## config.mk

```make
export PLATFORM = sky130hd
export DESIGN_NAME = minimig_sram_ctrl
export DESIGN_NICKNAME = d
export VERILOG_FILES = /design/src/rtl/minimig_sram_pkg.sv /design/src/rtl/minimig_bank_encoder.sv /design/src/rtl/minimig_sram_ctrl.sv
export SDC_FILE = /design/constraint.sdc
export NUM_CORES = 1
export LEC_CHECK = 0
export BUFFER_PORTS_ARGS = -buffer_cell sky130_fd_sc_hd__buf_2
export CAP_MARGIN = 20
export CORE_ASPECT_RATIO = 0.7
export CORE_MARGIN = 2
export CORE_UTILIZATION = 47
export DETAILED_ROUTE_END_ITERATION = 10
export MAX_ROUTING_LAYER = met4
export PLACE_DENSITY = 0.78
export SLEW_MARGIN = 20
export SYNTH_ARGS = -nofsm -noshare
export SYNTH_HDL_FRONTEND = slang
export SYNTH_SLANG_ARGS = --single-unit
export TNS_END_PERCENT = 30
```

## constraint.sdc

```tcl
create_clock -name clk -period 2.64 [get_ports clk]
set_clock_uncertainty 0.2 [all_clocks]
set_input_delay 0.264 -clock clk [delete_from_list [all_inputs] [get_ports clk]]
set_output_delay 0.264 -clock clk [all_outputs]
set_load 0.01 [all_outputs]
```

## src/rtl/minimig_sram_pkg.sv

```systemverilog
// minimig_sram_pkg: shared FSM state type, defaults and width helper for the SRAM controller
package minimig_sram_pkg;
  typedef enum logic [1:0] {IDLE, SETUP, ACCESS, HOLD} state_t;
  localparam int RD_WAIT_DEF = 1;
  localparam int WR_WAIT_DEF = 1;
  function automatic int clog2(input int n);
    int r;
    r = 0;
    while ((1 << r) < n) r = r + 1;
    return r;
  endfunction
endpackage

```

## src/rtl/minimig_bank_encoder.sv

```systemverilog
// minimig_bank_encoder: one-hot bank select to binary index, lowest bit wins, with multi-hot flag
module minimig_bank_encoder import minimig_sram_pkg::*; #(
  parameter int BANKS = 8
) (
  input  logic [BANKS-1:0]        bank,
  output logic [clog2(BANKS)-1:0] index,
  output logic                    multi
);
  localparam int BW = clog2(BANKS);
  always_comb begin
    index = '0;
    for (int i = BANKS - 1; i >= 0; i--) index = bank[i] ? BW'(i) : index;
    multi = |(bank & (bank - BANKS'(1)));
  end
endmodule

```

## src/rtl/minimig_sram_ctrl.sv

```systemverilog
// minimig_sram_ctrl: clocked req/ack bridge to asynchronous SRAM with registered strobes and wait states
module minimig_sram_ctrl import minimig_sram_pkg::*; #(
  parameter int BANKS   = 8,
  parameter int ABITS   = 18,
  parameter int DW      = 16,
  parameter int RD_WAIT = RD_WAIT_DEF,
  parameter int WR_WAIT = WR_WAIT_DEF
) (
  input  logic                           clk,
  input  logic                           _reset,
  input  logic                           req,
  input  logic [BANKS-1:0]               bank,
  input  logic [ABITS-1:0]               address_in,
  input  logic [DW-1:0]                  data_in,
  input  logic                           rd,
  input  logic [DW/8-1:0]                be,
  output logic                           ack,
  output logic [DW-1:0]                  data_out,
  output logic                           bank_err,
  output logic [ABITS+clog2(BANKS)-1:0]  address,
  output logic [DW-1:0]                  data,
  output logic                           doe,
  output logic                           _ce,
  output logic                           _oe,
  output logic                           _we,
  output logic [DW/8-1:0]                _bsel,
  input  logic [DW-1:0]                  ramdata_in
);
  localparam int BW = clog2(BANKS);
  localparam int NB = DW / 8;
  state_t state;
  logic [3:0] cnt;
  logic rd_r;
  logic [NB-1:0] be_r;
  logic [BW-1:0] idx;
  logic multi;
  minimig_bank_encoder #(.BANKS(BANKS)) u_enc (.bank(bank), .index(idx), .multi(multi));
  always_ff @(posedge clk)
    if (!_reset) begin
      state    <= IDLE;
      cnt      <= '0;
      rd_r     <= 1'b0;
      be_r     <= '0;
      ack      <= 1'b0;
      bank_err <= 1'b0;
      data_out <= '0;
      address  <= '0;
      data     <= '0;
      doe      <= 1'b0;
      _ce      <= 1'b1;
      _oe      <= 1'b1;
      _we      <= 1'b1;
      _bsel    <= '1;
    end else
      case (state)
        IDLE: if (req) begin
          rd_r <= rd;
          be_r <= be;
          if (bank == '0) begin
            // empty bank select: acknowledge without touching the SRAM
            state <= HOLD;
            ack   <= 1'b1;
            if (rd) data_out <= '0;
          end else begin
            state    <= SETUP;
            address  <= {idx, address_in};
            data     <= data_in;
            bank_err <= multi;
            doe      <= !rd;
            _ce      <= 1'b0;
            _oe      <= !rd;
            _bsel    <= rd ? '0 : '1;
          end
        end
        SETUP: begin
          state <= ACCESS;
          cnt   <= rd_r ? 4'(RD_WAIT) : 4'(WR_WAIT);
          if (!rd_r) begin
            _we   <= be_r == '0;
            _bsel <= ~be_r;
          end
        end
        ACCESS:
          if (cnt == 4'd0) begin
            state <= HOLD;
            ack   <= 1'b1;
            _ce   <= 1'b1;
            _oe   <= 1'b1;
            _we   <= 1'b1;
            _bsel <= '1;
            if (rd_r) data_out <= ramdata_in;
          end else cnt <= cnt - 4'd1;
        HOLD: begin
          state <= IDLE;
          ack   <= 1'b0;
          doe   <= 1'b0;
        end
        default: state <= IDLE;
      endcase
endmodule
```

==> results of run 1 <==
[sequential cells by signal, indices dropped and copies added (netlist names)]
name and flops:
be_r 2, _bsel 2, rd_r 1, cnt 4, data_out 16, ack 1, _we 1, bank_err 1
doe 1, data 16, address 21, state 2, _ce 1, _oe 1
[cell usage in the layout, fill, tap and decap left out, drive strengths merged, types with 3 or more instances in the layout]
cell,n
nand2b,4
buf,130
nor3,5
a21oi,55
o21ai,13
dfxtp,70
or3,3
nor3b,3
mux2i,16
nand2,99
inv,9
dlygate4sd3,44
nor2b,4
ha,8
nor2,11
nand3,28
clkbuf,10
[worst min-delay path by stage]
stage                              start           end  cells past startpoint
after floorplan                  bank[0]   address[18]                      1
after global placement          data[15]      data[15]                      2
after detailed placement         data[6]       data[6]                      2
after CTS                        bank[0]   address[18]                      2
after global routing      ramdata_in[13]  data_out[13]                      3
final                     ramdata_in[13]  data_out[13]                      3
[routing by layer]
metal | track usage | part of all wire
met5 | - | 0
met4 | 0.0944 | 0.017
met3 | 0.0605 | 0.056
met2 | 0.422 | 0.50
met1 | 0.294 | 0.42
[repair_timing]
item | CTS | global route
buffers inserted | 0 | 0
hold endpoints to repair | 44 | 0
hold buffers | 44 | 0
[tightest hold or removal path: stages]
cell and delay, ns:
buf_2 0.09, nand3_1 0.07, mux2i_1 0.06
[power breakdown]
part / internal (W) / total (W) / switching, W
clock: 0.000554 / 0.000950 / 0.000396
sequential: 0.00123 / 0.00133 / 0.000105
combinational: 0.000511 / 0.00131 / 0.000802
total: 0.00229 / 0.00360 / 0.00130
[metrics by stage]
step	total power (W)	cells	setup WS [ns]
finish	0.00360	615	0.202
global route	0.00381	615	0.0649
CTS	0.00359	615	0.220
detailed placement	0.00258	555	0.255
global placement	0.00254	555	0.372
floorplan	0.00222	370	0.421
[area by class of cell]
class	instances	area share
multi-input cells	268	0.342
flip-flops and latches	70	0.322
repair buffers	174	0.254
clock buffers	10	0.0317
well taps	78	0.0224
clock inverters	6	0.0196
inverters	9	0.00777
[cell families after synthesis]
| logic type | Yosys count |
|---|---|
| and+or+nand+nor | 163 |
| AOI/OAI and AO/OA | 80 |
| DFF | 70 |
| buffers and inverters | 32 |
| muxes | 16 |
| adders and majority gates | 9 |
==> out/metrics.csv, run 1 <==
stage;metric;value;unit
worst_setup_path;crit_chain;inv_1 > ha_1 > or3b_1 > a21oi_4 > o221ai_2 > a21oi_4 > buf_4 > mux2i_1;
yosys;netlist_instances;370;
final_layout;n_antenna_cell;0;
floorplan;fp.dieW;100;um
timing;finalCritPeriodShare;0.924;
yosys;ys_seq_area_frac;0.461;
timing;period_needed;2.44;ns
outcome;status;complete, no violations;
timing;maxSlewViolCount;0;
yosys;synth_common_cells;nand2_1 (99), dfxtp_1 (70), a21oi_1 (53), nand3_1 (28), mux2i_1 (16);
global_route;grt_pass1_wl;14000;um
detailed_routing;vias_per_cell;5.17;
clock_network;htreeDepth;3;
clock_network;clkTransAtPathRegs;0.07;ns
clock_network;cts_root_buf;clkbuf_8;
yosys;yosys.area_share.simple;0.246;
yosys;syn-num-nets;442;
yosys;synthXorXnorAreaFrac;0;
yosys;muxShareOfSynthArea;0.0527;
yosys;syn_avg_cell_area;8.22;um^2
detailed_routing;vias;3177;
yosys;synth_most_common_cell;nand2_1;
worst_setup_path;cp-end-kind;register;
worst_setup_path;crit_top_cell;a21oi_4;
place;placedInstanceArea;3680;um^2
yosys;yosysTopAreaCell;dfxtp_1;
run;drv_cap;0;
worst_setup_path;setup.worst_path.end;data_out[1];
timing;slew-limit-headroom;0.655;
yosys;netlist.area_leader.share;0.461;
worst_setup_path;crit_fanout;16;
final_layout;register_area;1400;um^2
clock_network;clockBufferDepth;2;
worst_setup_path;critPathMaxStageDelay;0.48;ns
yosys;synth-compound-area-share;0.153;
clock_network;cts_tree;built;
timing;worst_pin_slew;0.517;ns
detailed_routing;drc;0;
timing;whs;0.00718;ns
worst_setup_path;cp_num_buf_inv;2;
final_layout;fin_util;0.696;
worst_setup_path;critPathLaunch;cnt[1];
timing;hold_viol;0;
place;gp_congestion;0.869;
yosys;netlist_area;3040;um^2
yosys;synthAdderAreaFrac;0.0362;
yosys;synth_top_family_by_area;simple AND/OR/NAND/NOR gates;
detailed_routing;drt-initial-drc-count;181;
place;dp.final_hpwl;5330;um
yosys;synth-edff-count;0;
worst_setup_path;rr_worst_depth;8;
worst_setup_path;timing.rr.end;data_out[1];
clock_network;cts_buffers;9;
yosys;synth_seq_cells;70;
worst_setup_path;crit_arrival;2.50;ns
detailed_routing;first_pass_iters;4;
timing;rsz0062_at_grt;no;
worst_setup_path;critical-path-slowest-cell;or3b_1;
yosys;yosysWarnings;0;
yosys;ys_async_sr_fraction;0;
worst_setup_path;crit_required;2.70;ns
yosys;synth.top_cells.by_area;dfxtp_1 (46%), nand2_1 (12%), a21oi_1 (8.7%);
power;power_density;827;nW/um^2
yosys;yosysUniqueCellTypes;40;
timing;setup_viol;0;
floorplan;core_area;6250;um^2
detailed_routing;wl_per_cell;14.0;um
power;vdd_drop_max;0.441;mV
worst_setup_path;timing.rr.start;cnt[1];
floorplan;ios;125;
worst_setup_path;crit_type;reg2reg;
final_layout;nFillCells;495;
timing;fmax;410;MHz
timing;final.setup.tns;0;ns
global_route;gr-total-overflow;0;
worst_hold_path;hold_path_class;in2reg;
global_route;first_global_vias;3090;
detailed_routing;wl;8590;um
clock_network;cts_resized;0;
final_layout;multiInputGateArea;1490;um^2
worst_setup_path;crit_family;compound AO/OA/AOI/OAI gates;
global_route;antenna_found_initial;0;
final_layout;fin_nets;604;
worst_setup_path;crit_path_start_kind;register;
yosys;synthFlopType;dfxtp_1;
detailed_routing;detail-route-antenna-nets;0;
floorplan;die_area;7140;um^2
power;p_leak;1.91;nW
floorplan;initial_core_util;0.487;
global_route;grt_max_degree;42;
final_layout;final_layout_size_suffix_gt1_frac;0.291;
global_route;grt_use_total;0.251;
worst_setup_path;cp_num_cells;8;
final_layout;syn_to_final_growth;42.9;%
floorplan;die_y;71.3;um
clock_network;cts_sinks;70;
worst_setup_path;regToRegSetupSlack;0.20;ns
final_layout;stdcell_area;4350;um^2
floorplan;core.rowCount;24;
clock_network;worstSkewPairLatency;0.34;ns
place;io_buffers;124;
Power figures use the tool's default switching activity.
==> inputs of run 2 (changes only) <==
Settings changed: ABC_CLOCK_PERIOD_IN_PS set to 2640, SETUP_SLACK_MARGIN set to 0.5.
==> run 2 against run 1 <==
Effect of this change:
- worst hold slack worse by 0.0038 ns
- via count is 6.7% higher
- clock power shrank 9.3%
- largest cell class unchanged
==> out/metrics.csv, run 2 (same netlist as run 1, synthesis figures left out) <==
stage;metric;value;unit;change
outcome;status;complete, no violations;;
worst_setup_path;timing.rr.start;cnt[1];;
final_layout;fin_nets;619;;+2.5%
floorplan;core_area;6250;um^2;unchanged
worst_setup_path;crit_path_start_kind;register;;
global_route;gr-total-overflow;0;;unchanged
clock_network;cts_buffers;9;;unchanged
clock_network;cts_sinks;70;;unchanged
worst_hold_path;hp-start;ramdata_in[1];;
worst_hold_path;hold_path_class;in2reg;;
clock_network;worstSkewPairLatency;0.34;ns;about the same
final_layout;nFillCells;434;;-12%
floorplan;core.rowCount;24;;unchanged
floorplan;initial_core_util;0.487;;unchanged
timing;setup_ws;0.565;ns;+0.363 ns
power;p_int;0.00230;W;+0.23%
worst_setup_path;crit_chain;inv_2 > ha_1 > or3b_4 > a21oi_4 > o221ai_2 > a21oi_4 > clkbuf_16 > mux2i_1;;
final_layout;syn_to_final_growth;49.0;%;
power;power_density;822;nW/um^2;-0.70%
final_layout;final_layout_size_suffix_gt1_frac;0.315;;+0.0247
final_layout;top_regs;address x21, data x16, data_out x16;;
clock_network;cts_root_buf;clkbuf_8;;
worst_setup_path;cp-end-kind;register;;
final_layout;regMostFlops;address;;
power;p_switching;0.00142;W;+9.2%
power;p_leak;1.97;nW;+3.4%
place;dp.final_hpwl;5580;um;+4.9%
detailed_routing;wl;9710;um;+13%
timing;setup_viol;0;;unchanged
worst_setup_path;critPathLaunch;cnt[1];;
floorplan;fp.dieW;100;um;unchanged
worst_setup_path;crit_arrival;2.15;ns;-0.35 ns
timing;maxSlewViolCount;0;;unchanged
floorplan;die_area;7140;um^2;unchanged
worst_setup_path;crit_top_cell;a21oi_4;;
timing;rsz0062_at_grt;yes;;
worst_setup_path;rr_worst_depth;8;;unchanged
final_layout;most-common-layout-cells;buf_2 (124), nand2_1 (99), dfxtp_1 (67);;
power;switching_share;0.382;;+0.0200
timing;finalCritPeriodShare;0.786;;-0.138
detailed_routing;first_pass_iters;5;;+1
final_layout;final_common_cell;buf_2;;
worst_hold_path;whs_path_depth;3;;unchanged
worst_setup_path;crit_fanout;8;;-8
timing;hold_viol;0;;unchanged
power;vdd_drop_max;0.437;mV;-0.93%
clock_network;htreeDepth;3;;unchanged
place;io_buffers;124;;unchanged
worst_setup_path;crit_required;2.71;ns;about the same
floorplan;die_y;71.3;um;unchanged
power;p_comb_frac;0.407;;+0.042
detailed_routing;drc;0;;unchanged
power;seqPwrFrac;0.361;;-0.010
worst_setup_path;critPathMaxStageDelay;0.41;ns;-0.07 ns
global_route;first_global_vias;3220;;+4.2%
clock_network;clockBufferDepth;2;;unchanged
detailed_routing;wl_per_cell;15.4;um;+10%
global_route;grt_max_degree;42;;unchanged
timing;worst_pin_slew;0.507;ns;-0.0107 ns
clock_network;clkTransAtPathRegs;0.08;ns;about the same
timing;slew-limit-headroom;0.660;;+0.00506
detailed_routing;vias_per_cell;5.38;;+4.2%
global_route;grt_pass1_wl;14700;um;+4.8%
power;p_clk_frac;0.232;;-0.032
timing;fmax;482;MHz;+17%
detailed_routing;detail-route-antenna-nets;0;;unchanged
floorplan;ios;125;;unchanged
detailed_routing;drt-initial-drc-count;213;;+18%
final_layout;largest_register_ffs;21;;unchanged
place;post-place-ws;0.325;ns;+0.0706 ns
run;drv_cap;0;;unchanged
global_route;grt_use_total;0.267;;+0.0156
worst_setup_path;crit_type;reg2reg;;
detailed_routing;vias;3391;;+6.7%
place;gp_congestion;0.842;;-3.2%
worst_setup_path;critical-path-slowest-cell;or3b_4;;
timing;final.setup.tns;0;ns;unchanged
timing;period_needed;2.08;ns;-0.363 ns
global_route;antenna_found_initial;0;;unchanged
clock_network;cts_tree;built;;
final_layout;fin_util;0.725;;+0.0292
final_layout;n_antenna_cell;0;;unchanged
==> run 2: cell types whose count changed in the layout (fill, tap and decap cells not counted), moves of 2 or more <==
| cell | previous run | this run |
|---|---|---|
| buf_4 | 6 | 11 |
| ha_2 | 0 | 2 |
| inv_1 | 8 | 6 |
| clkinv_4 | 0 | 2 |
| ha_1 | 8 | 6 |
| dfxtp_1 | 70 | 67 |
| dlygate4sd3_1 | 44 | 51 |
| inv_2 | 1 | 3 |
| buf_12 | 0 | 2 |
| dfxtp_2 | 0 | 3 |
==> run 2: layout make-up <==
cell class              instances  area [um^2]  area share
clock inverters                 7         75.1      0.0166
flip-flops and latches         70         1410       0.310
multi-input cells             268         1520       0.335
repair buffers                189         1280       0.282
inverters                       9         33.8     0.00746
clock buffers                   9          124      0.0273
well taps                      78         97.6      0.0215
==> run 2: worst paths after layout <==
kind	end	slack (ns)
worst max-delay path	data_out[4]	0.56
worst min-delay path	data_out[1]	0.003
worst max register to register	data_out[4]	0.56
worst min register to register	data[10]	0.26
==> run 2: power by group through the flow <==
stage | clock network [W] | registers (W) | logic, W
floorplan | 0 | 0.00141 | 0.000816
global placement | 0 | 0.00134 | 0.00121
detailed placement | 0 | 0.00136 | 0.00126
CTS | 0.000869 | 0.00133 | 0.00136
global route | 0.000912 | 0.00136 | 0.00164
finish | 0.000862 | 0.00134 | 0.00152
==> run 2: metal layers <==
metal	GRT usage	up-vias	wire (um)
met4	0.116	0	399
met3	0.0595	53	638
met2	0.451	160	4840
li1	-	1608	-
met1	0.306	1570	3830
met5	-	-	0
==> run 2: repair_timing <==
item                                   in CTS  in global routing
resized for setup                           2                 10
hold buffers                               49                  2
cloned                                      0                  1
endpoints found under the hold margin      49                  2
setup buffers                               2                  5
setup endpoints to repair                  16                 52
pin swaps                                   1                  2
==> run 2: critical path, delay by kind of cell, from the launching register on <==
kind	cells	cell delay, ns
buffers and inverters	2	0.27
AOI/OAI and AO/OA	3	0.46
muxes	1	0.19
and+or+nand+nor	1	0.41
DFF	1	0.33
adders and majority gates	1	0.14
==> run 2: metrics by stage <==
stage | area (um^2) | hold slack (ns) | power, W | std cells
after floorplan | 3040 | 0.167 | 0.00223 | 370
after global placement | 3700 | 0.239 | 0.00255 | 555
after detailed placement | 3700 | 0.246 | 0.00262 | 555
after CTS | 4410 | 0.000690 | 0.00356 | 622
after global routing | 4530 | 0.00951 | 0.00392 | 630
final | 4530 | 0.00339 | 0.00372 | 630
==> inputs of run 3 (changes only) <==
Settings changed: ABC_AREA set to 1, ABC_CLOCK_PERIOD_IN_PS 2640 to 1770, CORE_UTILIZATION 47 to 44, PLACE_DENSITY 0.78 to 0.77.
Clock period 2.64 ns to 1.77 ns, I/O delays scaled along.
==> run 3 against run 2 <==
Effect of this change:
- the run now ends with setup timing left
- first-iteration DRC count down 22%
- critical path depth rose by 4
- cell count rose by 20%
- wire length grew 26%
- critical endpoint is now data_out[10]
- highest routed layer unchanged
==> out/metrics.csv, run 3 <==
stage;metric;value;unit;change
yosys;synth_seq_cells;70;;unchanged
final_layout;stdcell_area;5700;um^2;+26%
detailed_routing;wl_per_cell;16.2;um;+5.2%
worst_setup_path;crit_arrival;1.89;ns;-0.26 ns
floorplan;die_y;74.5;um;+4.4%
yosys;ys_seq_area_frac;0.449;;-0.0118
place;post-place-ws;0.0514;ns;-0.274 ns
worst_setup_path;crit_type;reg2reg;;
yosys;yosysWarnings;0;;unchanged
yosys;muxShareOfSynthArea;0;;-0.0527
yosys;netlist_area;3120;um^2;+2.6%
clock_network;worstSkewPairLatency;0.34;ns;about the same
final_layout;fin_nets;730;;+18%
yosys;synthXorXnorAreaFrac;0;;unchanged
yosys;netlist_instances;449;;+21%
timing;finalCritPeriodShare;1.05;;+0.261
timing;fmax;540;MHz;+12%
power;power_density;1650;nW/um^2;+100%
clock_network;cts_sinks;70;;unchanged
yosys;syn_avg_cell_area;6.95;um^2;-15%
place;io_buffers;124;;unchanged
timing;period_needed;1.85;ns;-0.222 ns
timing;slew-limit-headroom;0.622;;-0.0374
clock_network;clkTransAtPathRegs;0.08;ns;about the same
yosys;synth-edff-count;0;;unchanged
yosys;ys_async_sr_fraction;0;;unchanged
final_layout;nFillCells;395;;-9.0%
timing;final.setup.tns;-0.648;ns;-0.648 ns
yosys;yosysTopAreaCell;dfxtp_1;;
final_layout;regMostFlops;address;;
final_layout;final_layout_size_suffix_gt1_frac;0.481;;+0.166
final_layout;fin_cells;757;;+20%
power;vdd_drop_max;0.906;mV;+110%
yosys;yosys.area_share.simple;0.330;;+0.0847
final_layout;final_common_cell;buf_2;;
clock_network;cts_root_buf;clkbuf_8;;
global_route;first_global_vias;3402;;+5.7%
clock_network;htreeDepth;3;;unchanged
yosys;syn-num-nets;521;;+18%
run;drv_cap;0;;unchanged
clock_network;cts_tree;built;;
place;dp.final_hpwl;5460;um;-2.2%
outcome;failed_checks;setup timing;;
timing;hold_viol;0;;unchanged
worst_setup_path;crit_fanout;8;;unchanged
clock_network;cts_buffers;9;;unchanged
yosys;synth.top_cells.by_area;dfxtp_1 (45%), nand2_1 (20%), nor2_1 (7.5%);;
yosys;synth_common_cells;nand2_1 (169), dfxtp_1 (70), nor2_1 (62), a21oi_1 (43), inv_1 (29);;
timing;setup_viol;16;;+16
place;dp.cells;656;;+18%
yosys;synth_most_common_cell;nand2_1;;
global_route;gr-total-overflow;0;;unchanged
clock_network;clockBufferDepth;2;;unchanged
detailed_routing;drt-initial-drc-count;167;;-22%
final_layout;syn_to_final_growth;82.5;%;
timing;worst_pin_slew;0.567;ns;+0.0600 ns
timing;setup_ws;-0.0833;ns;-0.648 ns
worst_setup_path;crit_path_start_kind;register;;
place;placedInstanceArea;3850;um^2;+4.0%
worst_setup_path;crit_required;1.81;ns;-0.90 ns
final_layout;fin_util;0.835;;+0.110
detailed_routing;vias;3778;;+11%
floorplan;die_area;7800;um^2;+9.2%
yosys;synth-compound-area-share;0.105;;-0.0484
timing;maxSlewViolCount;0;;unchanged
global_route;grt_max_degree;38;;-9.5%
floorplan;ios;125;;unchanged
detailed_routing;first_pass_iters;4;;-1
yosys;synth_top_family_by_area;simple AND/OR/NAND/NOR gates;;
worst_hold_path;hold_path_class;in2reg;;
global_route;grt_pass1_wl;15300;um;+4.6%
final_layout;n_antenna_cell;0;;unchanged
place;gp_congestion;1.04;;+24%
detailed_routing;detail-route-antenna-nets;0;;unchanged
floorplan;initial_core_util;0.458;;-0.0292
worst_setup_path;cp-end-kind;register;;
floorplan;core.rowCount;25;;+4.2%
global_route;antenna_found_initial;0;;unchanged
timing;rsz0062_at_grt;yes;;
outcome;status;finished, violations left;;
final_layout;top_regs;address x21, data x16, data_out x16;;
yosys;netlist.area_leader.share;0.449;;-0.0118
global_route;grt_use_total;0.252;;-0.0146
floorplan;core_area;6820;um^2;+9.2%
final_layout;multiInputGateArea;2070;um^2;+37%
floorplan;fp.dieW;105;um;+4.5%
yosys;yosysUniqueCellTypes;27;;-33%
final_layout;most-common-layout-cells;buf_2 (124), nand2_1 (114), dfxtp_1 (66);;
detailed_routing;vias_per_cell;4.99;;-7.3%
detailed_routing;drc;0;;unchanged
final_layout;register_area;1410;um^2;+0.44%
power;p_leak;2.75;nW;+39%
yosys;synthFlopType;dfxtp_1;;
yosys;synthAdderAreaFrac;0.0321;;-0.00413
detailed_routing;wl;12300;um;+26%
final_layout;largest_register_ffs;21;;unchanged
==> run 3: critical path: stages (launching register included) <==
cell and delay (ns):
dfxtp_4 0.36, inv_4 0.05, ha_4 0.17, inv_4 0.06
nor2_2 0.03, nor2_1 0.16, nand3_2 0.12, nor2_4 0.16
buf_6 0.13, buf_16 0.13, nand2_2 0.07, nand2_2 0.07
nor2_1 0.04
==> run 3: logic make-up (layout without fill, tap and decap cells) <==
family          count (synthesis)  after routing
buf+inv                        53            267
compound gates                 64             64
simple gates                  254            254
flops                          70             70
fa+ha+maj                       8              8
==> run 3: repair_timing <==
| item | 4_1_cts | 5_1_grt |
|---|---|---|
| pin swaps | 10 | 76 |
| buffers inserted | 17 | 6 |
| gates cloned | 2 | 6 |
| hold endpoints to repair | 54 | 0 |
| setup endpoints to repair | 70 | 71 |
| gates resized for setup | 20 | 188 |
| hold buffers | 54 | 0 |
==> run 3: metal layers <==
layer / part of all wire / GRT usage
met2: 0.51 / 0.432
met1: 0.41 / 0.295
met5: 0 / -
met3: 0.062 / 0.0710
met4: 0.022 / 0.0741
==> run 3: path summary, 6_finish.rpt <==
| path | start | to | slack, ns | cells past startpoint |
|---|---|---|---|---|
| setup / recovery | state[0] | data_out[10] | -0.08 | 12 |
| hold / removal | req | rd_r | 0.04 | 4 |
| setup reg to reg | state[0] | data_out[10] | -0.08 | 12 |
| hold reg to reg | address[16] | address[16] | 0.26 | 2 |
==> run 3: layout make-up <==
| class | count | area share |
|---|---|---|
| Clock buffer | 11 | 0.0248 |
| Clock inverter | 5 | 0.0187 |
| Inverter | 33 | 0.0270 |
| Multi-Input combinational cell | 326 | 0.364 |
| Sequential cell | 70 | 0.248 |
| Tap cell | 94 | 0.0206 |
| Timing Repair Buffer | 215 | 0.284 |
| Timing Repair inverter | 3 | 0.0134 |
==> run 3: where the power goes <==
part	switching [W]	total [W]	internal [W]
Sequential	0.000341	0.00243	0.00209
Clock	0.000639	0.00162	0.000979
Combinational	0.00300	0.00537	0.00238
Total	0.00398	0.00942	0.00545
==> run 3: stage by stage <==
| step | hold WS (ns) | power (W) |
|---|---|---|
| 3_5_place_dp | 0.231 | 0.00545 |
| 4_1_cts | 0.0116 | 0.00774 |
| 2_1_floorplan | 0.120 | 0.00461 |
| 6_report | 0.0402 | 0.00942 |
| 3_3_place_gp | 0.226 | 0.00535 |
| 5_1_grt | 0.0512 | 0.00996 |
